File: config.mk
export PLATFORM = sky130hd
export DESIGN_NAME = id_ex_forward_stage
export DESIGN_NICKNAME = d
export VERILOG_FILES = /design/src/rtl/id_ex_forward_stage_pkg.sv /design/src/rtl/id_ex_forward_stage_fwd_mux.sv /design/src/rtl/id_ex_forward_stage.sv
export SDC_FILE = /design/constraint.sdc
export NUM_CORES = 1
export LEC_CHECK = 0
export CAP_MARGIN = 20
export CORE_ASPECT_RATIO = 0.8
export CORE_MARGIN = 5
export CORE_UTILIZATION = 45
export DETAILED_ROUTE_END_ITERATION = 7
export GPL_ROUTABILITY_DRIVEN = 0
export PLACE_DENSITY = 0.87
export SLEW_MARGIN = 20
export SYNTH_ARGS = -nofsm -noshare
export SYNTH_HDL_FRONTEND = slang
export SYNTH_SLANG_ARGS = --single-unit
File: constraint.sdc
create_clock -name clk -period 5.8 [get_ports clk]
set_clock_uncertainty 0.05 [all_clocks]
set_input_delay 1.16 -clock clk [delete_from_list [all_inputs] [get_ports clk]]
set_output_delay 1.16 -clock clk [all_outputs]
set_load 0.005 [all_outputs]
File: src/rtl/id_ex_forward_stage_pkg.sv
// Shared definitions for the ID/EX stage: ALU codes, default widths and the
// per-instruction control bundle carried down the pipeline registers.
package id_ex_forward_stage_pkg;

  localparam int WIDTH_DEF = 32;
  localparam int RA_W_DEF  = 5;

  localparam logic [2:0] ALU_AND = 3'd0;
  localparam logic [2:0] ALU_OR  = 3'd1;
  localparam logic [2:0] ALU_ADD = 3'd2;
  localparam logic [2:0] ALU_SUB = 3'd6;
  localparam logic [2:0] ALU_SLT = 3'd7;

  // Valid plus the four control bits; the same bundle is used by EX/MEM and MEM/WB.
  typedef struct packed {
    logic valid;
    logic reg_write;
    logic mem_read;
    logic mem_write;
    logic mem_to_reg;
  } ctrl_t;

endpackage

File: src/rtl/id_ex_forward_stage_fwd_mux.sv
// Operand forwarding mux: picks the newest in-flight value for one register.
module fwd_mux
  import id_ex_forward_stage_pkg::*;
#(
  parameter int WIDTH = WIDTH_DEF,
  parameter int RA_W  = RA_W_DEF
) (
  input  logic [RA_W-1:0]  reg_addr,
  input  logic [WIDTH-1:0] reg_data,
  input  logic             exmem_reg_write,
  input  logic [RA_W-1:0]  exmem_rd,
  input  logic [WIDTH-1:0] exmem_result,
  input  logic             memwb_reg_write,
  input  logic [RA_W-1:0]  memwb_rd,
  input  logic [WIDTH-1:0] memwb_result,
  output logic [WIDTH-1:0] fwd_data
);

  // EX/MEM is younger than MEM/WB, so it is checked first; r0 is never forwarded.
  always_comb begin
    fwd_data = reg_data;
    if (exmem_reg_write && (exmem_rd != '0) && (exmem_rd == reg_addr)) begin
      fwd_data = exmem_result;
    end else if (memwb_reg_write && (memwb_rd != '0) && (memwb_rd == reg_addr)) begin
      fwd_data = memwb_result;
    end
  end

endmodule

File: src/rtl/id_ex_forward_stage.sv
// ID/EX pipeline register with load-use hazard detection, bubble insertion,
// operand forwarding into the ALU and a saturating bubble counter.
module id_ex_forward_stage
  import id_ex_forward_stage_pkg::*;
#(
  parameter int WIDTH = WIDTH_DEF,
  parameter int RA_W  = RA_W_DEF,
  parameter int CNT_W = 16
) (
  input  logic             clk,
  input  logic             rst_n,
  input  logic             id_valid,
  input  logic [WIDTH-1:0] id_rs_data,
  input  logic [WIDTH-1:0] id_rt_data,
  input  logic [WIDTH-1:0] id_imm,
  input  logic [RA_W-1:0]  id_rs,
  input  logic [RA_W-1:0]  id_rt,
  input  logic [RA_W-1:0]  id_rd,
  input  logic             id_alu_src,
  input  logic             id_reg_dst,
  input  logic [2:0]       id_alu_ctrl,
  input  logic             id_reg_write,
  input  logic             id_mem_read,
  input  logic             id_mem_write,
  input  logic             id_mem_to_reg,
  input  logic             flush,
  input  logic             exmem_reg_write,
  input  logic [RA_W-1:0]  exmem_rd,
  input  logic [WIDTH-1:0] exmem_result,
  input  logic             memwb_reg_write,
  input  logic [RA_W-1:0]  memwb_rd,
  input  logic [WIDTH-1:0] memwb_result,
  output logic             stall,
  output logic [WIDTH-1:0] alu_a,
  output logic [WIDTH-1:0] alu_b,
  output logic [2:0]       alu_ctrl,
  output logic [WIDTH-1:0] ex_store_data,
  output logic [RA_W-1:0]  ex_dest,
  output logic             ex_valid,
  output logic             ex_reg_write,
  output logic             ex_mem_read,
  output logic             ex_mem_write,
  output logic             ex_mem_to_reg,
  output logic [CNT_W-1:0] bubble_cnt
);

  ctrl_t            ctrl_d, ctrl_q;
  logic [WIDTH-1:0] rs_data_d, rs_data_q;
  logic [WIDTH-1:0] rt_data_d, rt_data_q;
  logic [WIDTH-1:0] imm_d, imm_q;
  logic [RA_W-1:0]  rs_d, rs_q;
  logic [RA_W-1:0]  rt_d, rt_q;
  logic [RA_W-1:0]  dest_d, dest_q;
  logic             alu_src_d, alu_src_q;
  logic [2:0]       alu_ctrl_d, alu_ctrl_q;
  logic [CNT_W-1:0] bubble_cnt_d, bubble_cnt_q;

  logic             hazard;
  logic             load_bubble;
  logic [WIDTH-1:0] fwd_a, fwd_b;

  // Load in EX whose destination is a source of the instruction in ID.
  always_comb begin
    hazard = ctrl_q.valid && ctrl_q.mem_read && (dest_q != '0) &&
             ((dest_q == id_rs) || (dest_q == id_rt)) && id_valid;
    load_bubble = flush || hazard;
    stall       = hazard && !flush;
  end

  // Next ID/EX contents: a zeroed bubble, or the decoded ID fields.
  always_comb begin
    ctrl_d     = '0;
    rs_data_d  = '0;
    rt_data_d  = '0;
    imm_d      = '0;
    rs_d       = '0;
    rt_d       = '0;
    dest_d     = '0;
    alu_src_d  = 1'b0;
    alu_ctrl_d = ALU_AND;
    if (!load_bubble) begin
      ctrl_d.valid      = id_valid;
      ctrl_d.reg_write  = id_reg_write;
      ctrl_d.mem_read   = id_mem_read;
      ctrl_d.mem_write  = id_mem_write;
      ctrl_d.mem_to_reg = id_mem_to_reg;
      rs_data_d         = id_rs_data;
      rt_data_d         = id_rt_data;
      imm_d             = id_imm;
      rs_d              = id_rs;
      rt_d              = id_rt;
      dest_d            = id_reg_dst ? id_rd : id_rt;
      alu_src_d         = id_alu_src;
      alu_ctrl_d        = id_alu_ctrl;
    end
    bubble_cnt_d = bubble_cnt_q;
    if (load_bubble && (bubble_cnt_q != {CNT_W{1'b1}})) begin
      bubble_cnt_d = bubble_cnt_q + CNT_W'(1);
    end
  end

  // ID/EX register and bubble counter; reset discards any held instruction.
  always_ff @(posedge clk or negedge rst_n) begin
    if (!rst_n) begin
      ctrl_q       <= '0;
      rs_data_q    <= '0;
      rt_data_q    <= '0;
      imm_q        <= '0;
      rs_q         <= '0;
      rt_q         <= '0;
      dest_q       <= '0;
      alu_src_q    <= 1'b0;
      alu_ctrl_q   <= ALU_AND;
      bubble_cnt_q <= '0;
    end else begin
      ctrl_q       <= ctrl_d;
      rs_data_q    <= rs_data_d;
      rt_data_q    <= rt_data_d;
      imm_q        <= imm_d;
      rs_q         <= rs_d;
      rt_q         <= rt_d;
      dest_q       <= dest_d;
      alu_src_q    <= alu_src_d;
      alu_ctrl_q   <= alu_ctrl_d;
      bubble_cnt_q <= bubble_cnt_d;
    end
  end

  fwd_mux #(.WIDTH(WIDTH), .RA_W(RA_W)) u_fwd_a (
    .reg_addr        (rs_q),
    .reg_data        (rs_data_q),
    .exmem_reg_write (exmem_reg_write),
    .exmem_rd        (exmem_rd),
    .exmem_result    (exmem_result),
    .memwb_reg_write (memwb_reg_write),
    .memwb_rd        (memwb_rd),
    .memwb_result    (memwb_result),
    .fwd_data        (fwd_a)
  );

  fwd_mux #(.WIDTH(WIDTH), .RA_W(RA_W)) u_fwd_b (
    .reg_addr        (rt_q),
    .reg_data        (rt_data_q),
    .exmem_reg_write (exmem_reg_write),
    .exmem_rd        (exmem_rd),
    .exmem_result    (exmem_result),
    .memwb_reg_write (memwb_reg_write),
    .memwb_rd        (memwb_rd),
    .memwb_result    (memwb_result),
    .fwd_data        (fwd_b)
  );

  // EX-side outputs: operand muxes and control pass-through.
  always_comb begin
    alu_a         = fwd_a;
    alu_b         = alu_src_q ? imm_q : fwd_b;
    ex_store_data = fwd_b;
    alu_ctrl      = alu_ctrl_q;
    ex_dest       = dest_q;
    ex_valid      = ctrl_q.valid;
    ex_reg_write  = ctrl_q.reg_write;
    ex_mem_read   = ctrl_q.mem_read;
    ex_mem_write  = ctrl_q.mem_write;
    ex_mem_to_reg = ctrl_q.mem_to_reg;
    bubble_cnt    = bubble_cnt_q;
  end

endmodule

==> flow_metrics.py <==
metrics = {
    "synth": {
        "cell_with_the_most_instances_after_synthesis": "sky130_fd_sc_hd__dfrtp_1",
        "mappedNetlistNets": 868,
        "ys_types": 37,
        "synth_top_area_share_pct": 50.1,
        "synthesis.area_sq_um": 6800,
        "synthesis.area_per_instance_sq_um": 10.2,
        "number_of_flip_flops_and_latches_in_the_synthesized_netlist": 136,
        "synth-edff-count": 0,
        "cell_types_with_the_highest_counts_after_synthesis": "136 x sky130_fd_sc_hd__dfrtp_1, 115 x sky130_fd_sc_hd__and2_1, 65 x sky130_fd_sc_hd__nand2_1",
        "async_flop_share_pct": 100,
        "synth_sequential_area_ratio_pct": 50.1,
        "synth.yosys.warnings": 0,
        "syn_inst_count": 667,
        "postSynth.topFlopCell": "sky130_fd_sc_hd__dfrtp_1",
        "netlist.top_cell.by_area": "sky130_fd_sc_hd__dfrtp_1",
        "synthTopCellsByArea": "sky130_fd_sc_hd__dfrtp_1 50%, sky130_fd_sc_hd__and2_1 11%, sky130_fd_sc_hd__mux2i_1 8.8%",
    },
    "setup_path": {
        "crit_path_top_delay_cell": "sky130_fd_sc_hd__or4_2",
        "critPathBufInv": 3,
        "path_class": "in2out",
        "critical_path.max_fanout": 38,
        "cp-start-kind": "input pin",
        "timing.critical_path.to_type": "output pin",
        "worst_ep_arrival_time_ns": 4.23,
        "cpPeakStageDelay_ns": 0.92,
        "cp_common_cell": "sky130_fd_sc_hd__clkdlybuf4s50_1",
        "required_ns": 4.59,
        "largest_delay_share_family_worst_path": "buffers and inverters",
        "worstPathCellList": "clkdlybuf4s50_1 > xnor2_1 > nand3_1 > or4_2 > buf_12 > and3_1 > o31ai_1 > clkdlybuf4s50_1",
    },
    "detailed_routing": {
        "drt_iter0_drc": 340,
        "first_pass_iters": 5,
        "post_drt_via_cell_ratio": 5.23,
        "drt-wirelength-per-cell_um": 19.7,
        "remaining_drc_errors": 0,
        "finalWirelength_mm": 23.3,
        "detail-route-antenna-nets": 0,
        "dr_total_vias": 6176,
    },
    "grt": {
        "wire_length_of_the_first_global_routing_pass_mm": 35.3,
        "overflow": 0,
        "grt_pass1_vias": 6330,
        "grt_start_max_net_pins": 119,
        "grt_use_total_pct": 25.8,
        "antenna_found_initial": 0,
    },
    "placed_design": {
        "post-place-cells": 1150,
        "placed_cell_area_sq_um": 10200,
        "numPortBuffers": 325,
        "pre_cts_slack_ns": 0.380,
        "detailed_place_hpwl_mm": 16.9,
    },
    "timing": {
        "final_critical_path_setup_slack_ns": 0.359,
        "finalCritPeriodShare_pct": 93.8,
        "finalHoldViolations": 0,
        "timing.final.crit_period_ns": 5.44,
        "highest_clock_frequency_the_design_can_meet_mhz": 184,
        "worst_slew_pin_slew_ns": 0.962,
        "worst_slew_margin_rel_pct": 35.8,
        "rsz_0062_raised_after_global_routing": "no",
        "finalHoldWorstSlack_ns": 0.460,
        "report.final.slew_viol_count": 0,
        "setup-violations-final": 0,
        "sum_neg_setup_slack_ns": 0,
    },
    "floorplan": {
        "floorplan.die.height_um": 120,
        "floorplan.die_area_sq_um": 17700,
        "design.core.area_sq_um": 14900,
        "fp.dieW_um": 147,
        "num_rows": 40,
        "initial_util_pct": 45.6,
        "io-pin-count": 326,
    },
    "final_layout": {
        "drive_above_1_share_pct": 7.75,
        "postLayoutCellArea_sq_um": 10900,
        "final-instance-count-excl-fill": 1182,
        "antennaDiodeCount": 0,
        "finish.net_count": 1181,
        "syn_to_final_growth_pct": 59.8,
        "largest_registers": "imm_q (32), rs_data_q (32), rt_data_q (32)",
        "postLayoutCoreUtil_pct": 72.8,
    },
    "clocking": {
        "cts_tree": "yes",
        "cts_sinks": 136,
        "cts.hold.buffers_added": 0,
        "post_cts.resized_instances": 0,
        "tritoncts.num_buffers": 17,
        "clock_root_buffer_master": "sky130_fd_sc_hd__clkbuf_16",
        "cts.clk_slew.worst_paths_ns": 0.06,
        "clock_tree.buffer_depth": 2,
        "clock_latency_ns": 0.41,
        "postCtsSetupBuffers": 0,
        "htreeDepth": 4,
    },
    "min_path": {
        "hold_class": "reg2reg",
    },
    "power_and_ir_drop": {
        "irDropWorstVdd_mv": 0.328,
        "power.internal_mw": 2.11,
        "power.leakage_nw": 4.39,
        "switchingPower_mw": 0.665,
        "post_route_total_power_mw": 2.78,
        "p_per_area_nw_per_um2": 256,
        "share_of_total_power_consumed_by_net_switching_pct": 23.9,
        "sequentialPowerShare_pct": 38.9,
        "power.combinational.fraction_pct": 20.1,
        "pwr-share-clk_pct": 41.0,
    },
    "status": {
        "outcome": "finished, final reports clean",
    },
    "flow_run": {
        "max_cap_viol_count": 0,
    },
}
final cells by class:
cell class	count	area (sq um)
sequential	136	3400
tap	189	236
clock inverter	12	173
fill	1075	4050
timing repair buffer	333	3350
clock buffer	20	457
multi-input combinational	492	3240
layout by cell type (no fill, tap or decap), types with 2 or more instances in the layout:
cell                              count
sky130_fd_sc_hd__o31ai_1              9
sky130_fd_sc_hd__o21ai_0             43
sky130_fd_sc_hd__nand2_1             65
sky130_fd_sc_hd__clkbuf_16           17
sky130_fd_sc_hd__nand3_1             13
sky130_fd_sc_hd__nor2_1              49
sky130_fd_sc_hd__mux2i_1             60
sky130_fd_sc_hd__mux2_2              28
sky130_fd_sc_hd__a31oi_1              3
sky130_fd_sc_hd__dfrtp_1            135
sky130_fd_sc_hd__a21oi_1             27
sky130_fd_sc_hd__nor3_1               4
sky130_fd_sc_hd__xor2_1              14
sky130_fd_sc_hd__clkbuf_8             2
sky130_fd_sc_hd__bufinv_16            4
sky130_fd_sc_hd__xnor2_1             24
sky130_fd_sc_hd__clkdlybuf4s50_1    324
sky130_fd_sc_hd__and2_1             115
sky130_fd_sc_hd__buf_12               3
sky130_fd_sc_hd__clkinvlp_4           2
sky130_fd_sc_hd__buf_4                5
sky130_fd_sc_hd__and3_1              13
sky130_fd_sc_hd__clkinv_2             4
sky130_fd_sc_hd__nor2b_1              6
final timing paths:
check | start | endpoint | slack (ns) | cells past startpoint
setup / recovery | exmem_rd[1] | alu_b[1] | 0.36 | 8
hold reg to reg | bubble_cnt[15] | bubble_cnt[15] | 0.46 | 1
max in group asynchronous | rst_n | rt_data_q[14] | 3.78 | 2
min in group asynchronous | rst_n | imm_q[30] | 0.73 | 1
hold / removal | bubble_cnt[15] | bubble_cnt[15] | 0.46 | 1
setup reg to reg | ex_dest[4] | bubble_cnt[1] | 3.32 | 7
power groups by stage:
| stage | clock, mW | sequential [mW] | combinational [mW] |
|---|---|---|---|
| after detailed placement | 0 | 1.09 | 0.557 |
| final | 1.14 | 1.08 | 0.559 |
| after CTS | 1.16 | 1.08 | 0.563 |
| after floorplan | 0 | 1.07 | 0.186 |
| after global routing | 1.20 | 1.09 | 0.602 |
| after global placement | 0 | 1.09 | 0.547 |
logic make-up after synthesis:
family,Yosys count,synth area share (%)
muxes,88,13.5
adders and majority gates,1,0.184
buffers and inverters,39,2.67
AOI/OAI and AO/OA,87,7.24
and+or+nand+nor,278,21.5
xor gates and xnor gates,38,4.90
DFF,136,50.1
per-layer routing:
layer	vias up	GRT usage (%)	routed length, um
met5	-	0	0
met4	0	7.51	405
met2	273	46.2	12200
met1	2992	29.9	8970
met3	32	7.78	1740
li1	2879	-	-
worst reg2reg max path, stage by stage (launching register included):
cell,delay (ns)
sky130_fd_sc_hd__dfrtp_1,0.42
sky130_fd_sc_hd__xnor2_1,0.18
sky130_fd_sc_hd__nand3_1,0.09
sky130_fd_sc_hd__o22ai_1,0.38
sky130_fd_sc_hd__a21oi_4,0.20
sky130_fd_sc_hd__buf_12,0.28
sky130_fd_sc_hd__nor2b_1,0.38
sky130_fd_sc_hd__mux2_2,0.38
Power figures use the tool's default switching activity.
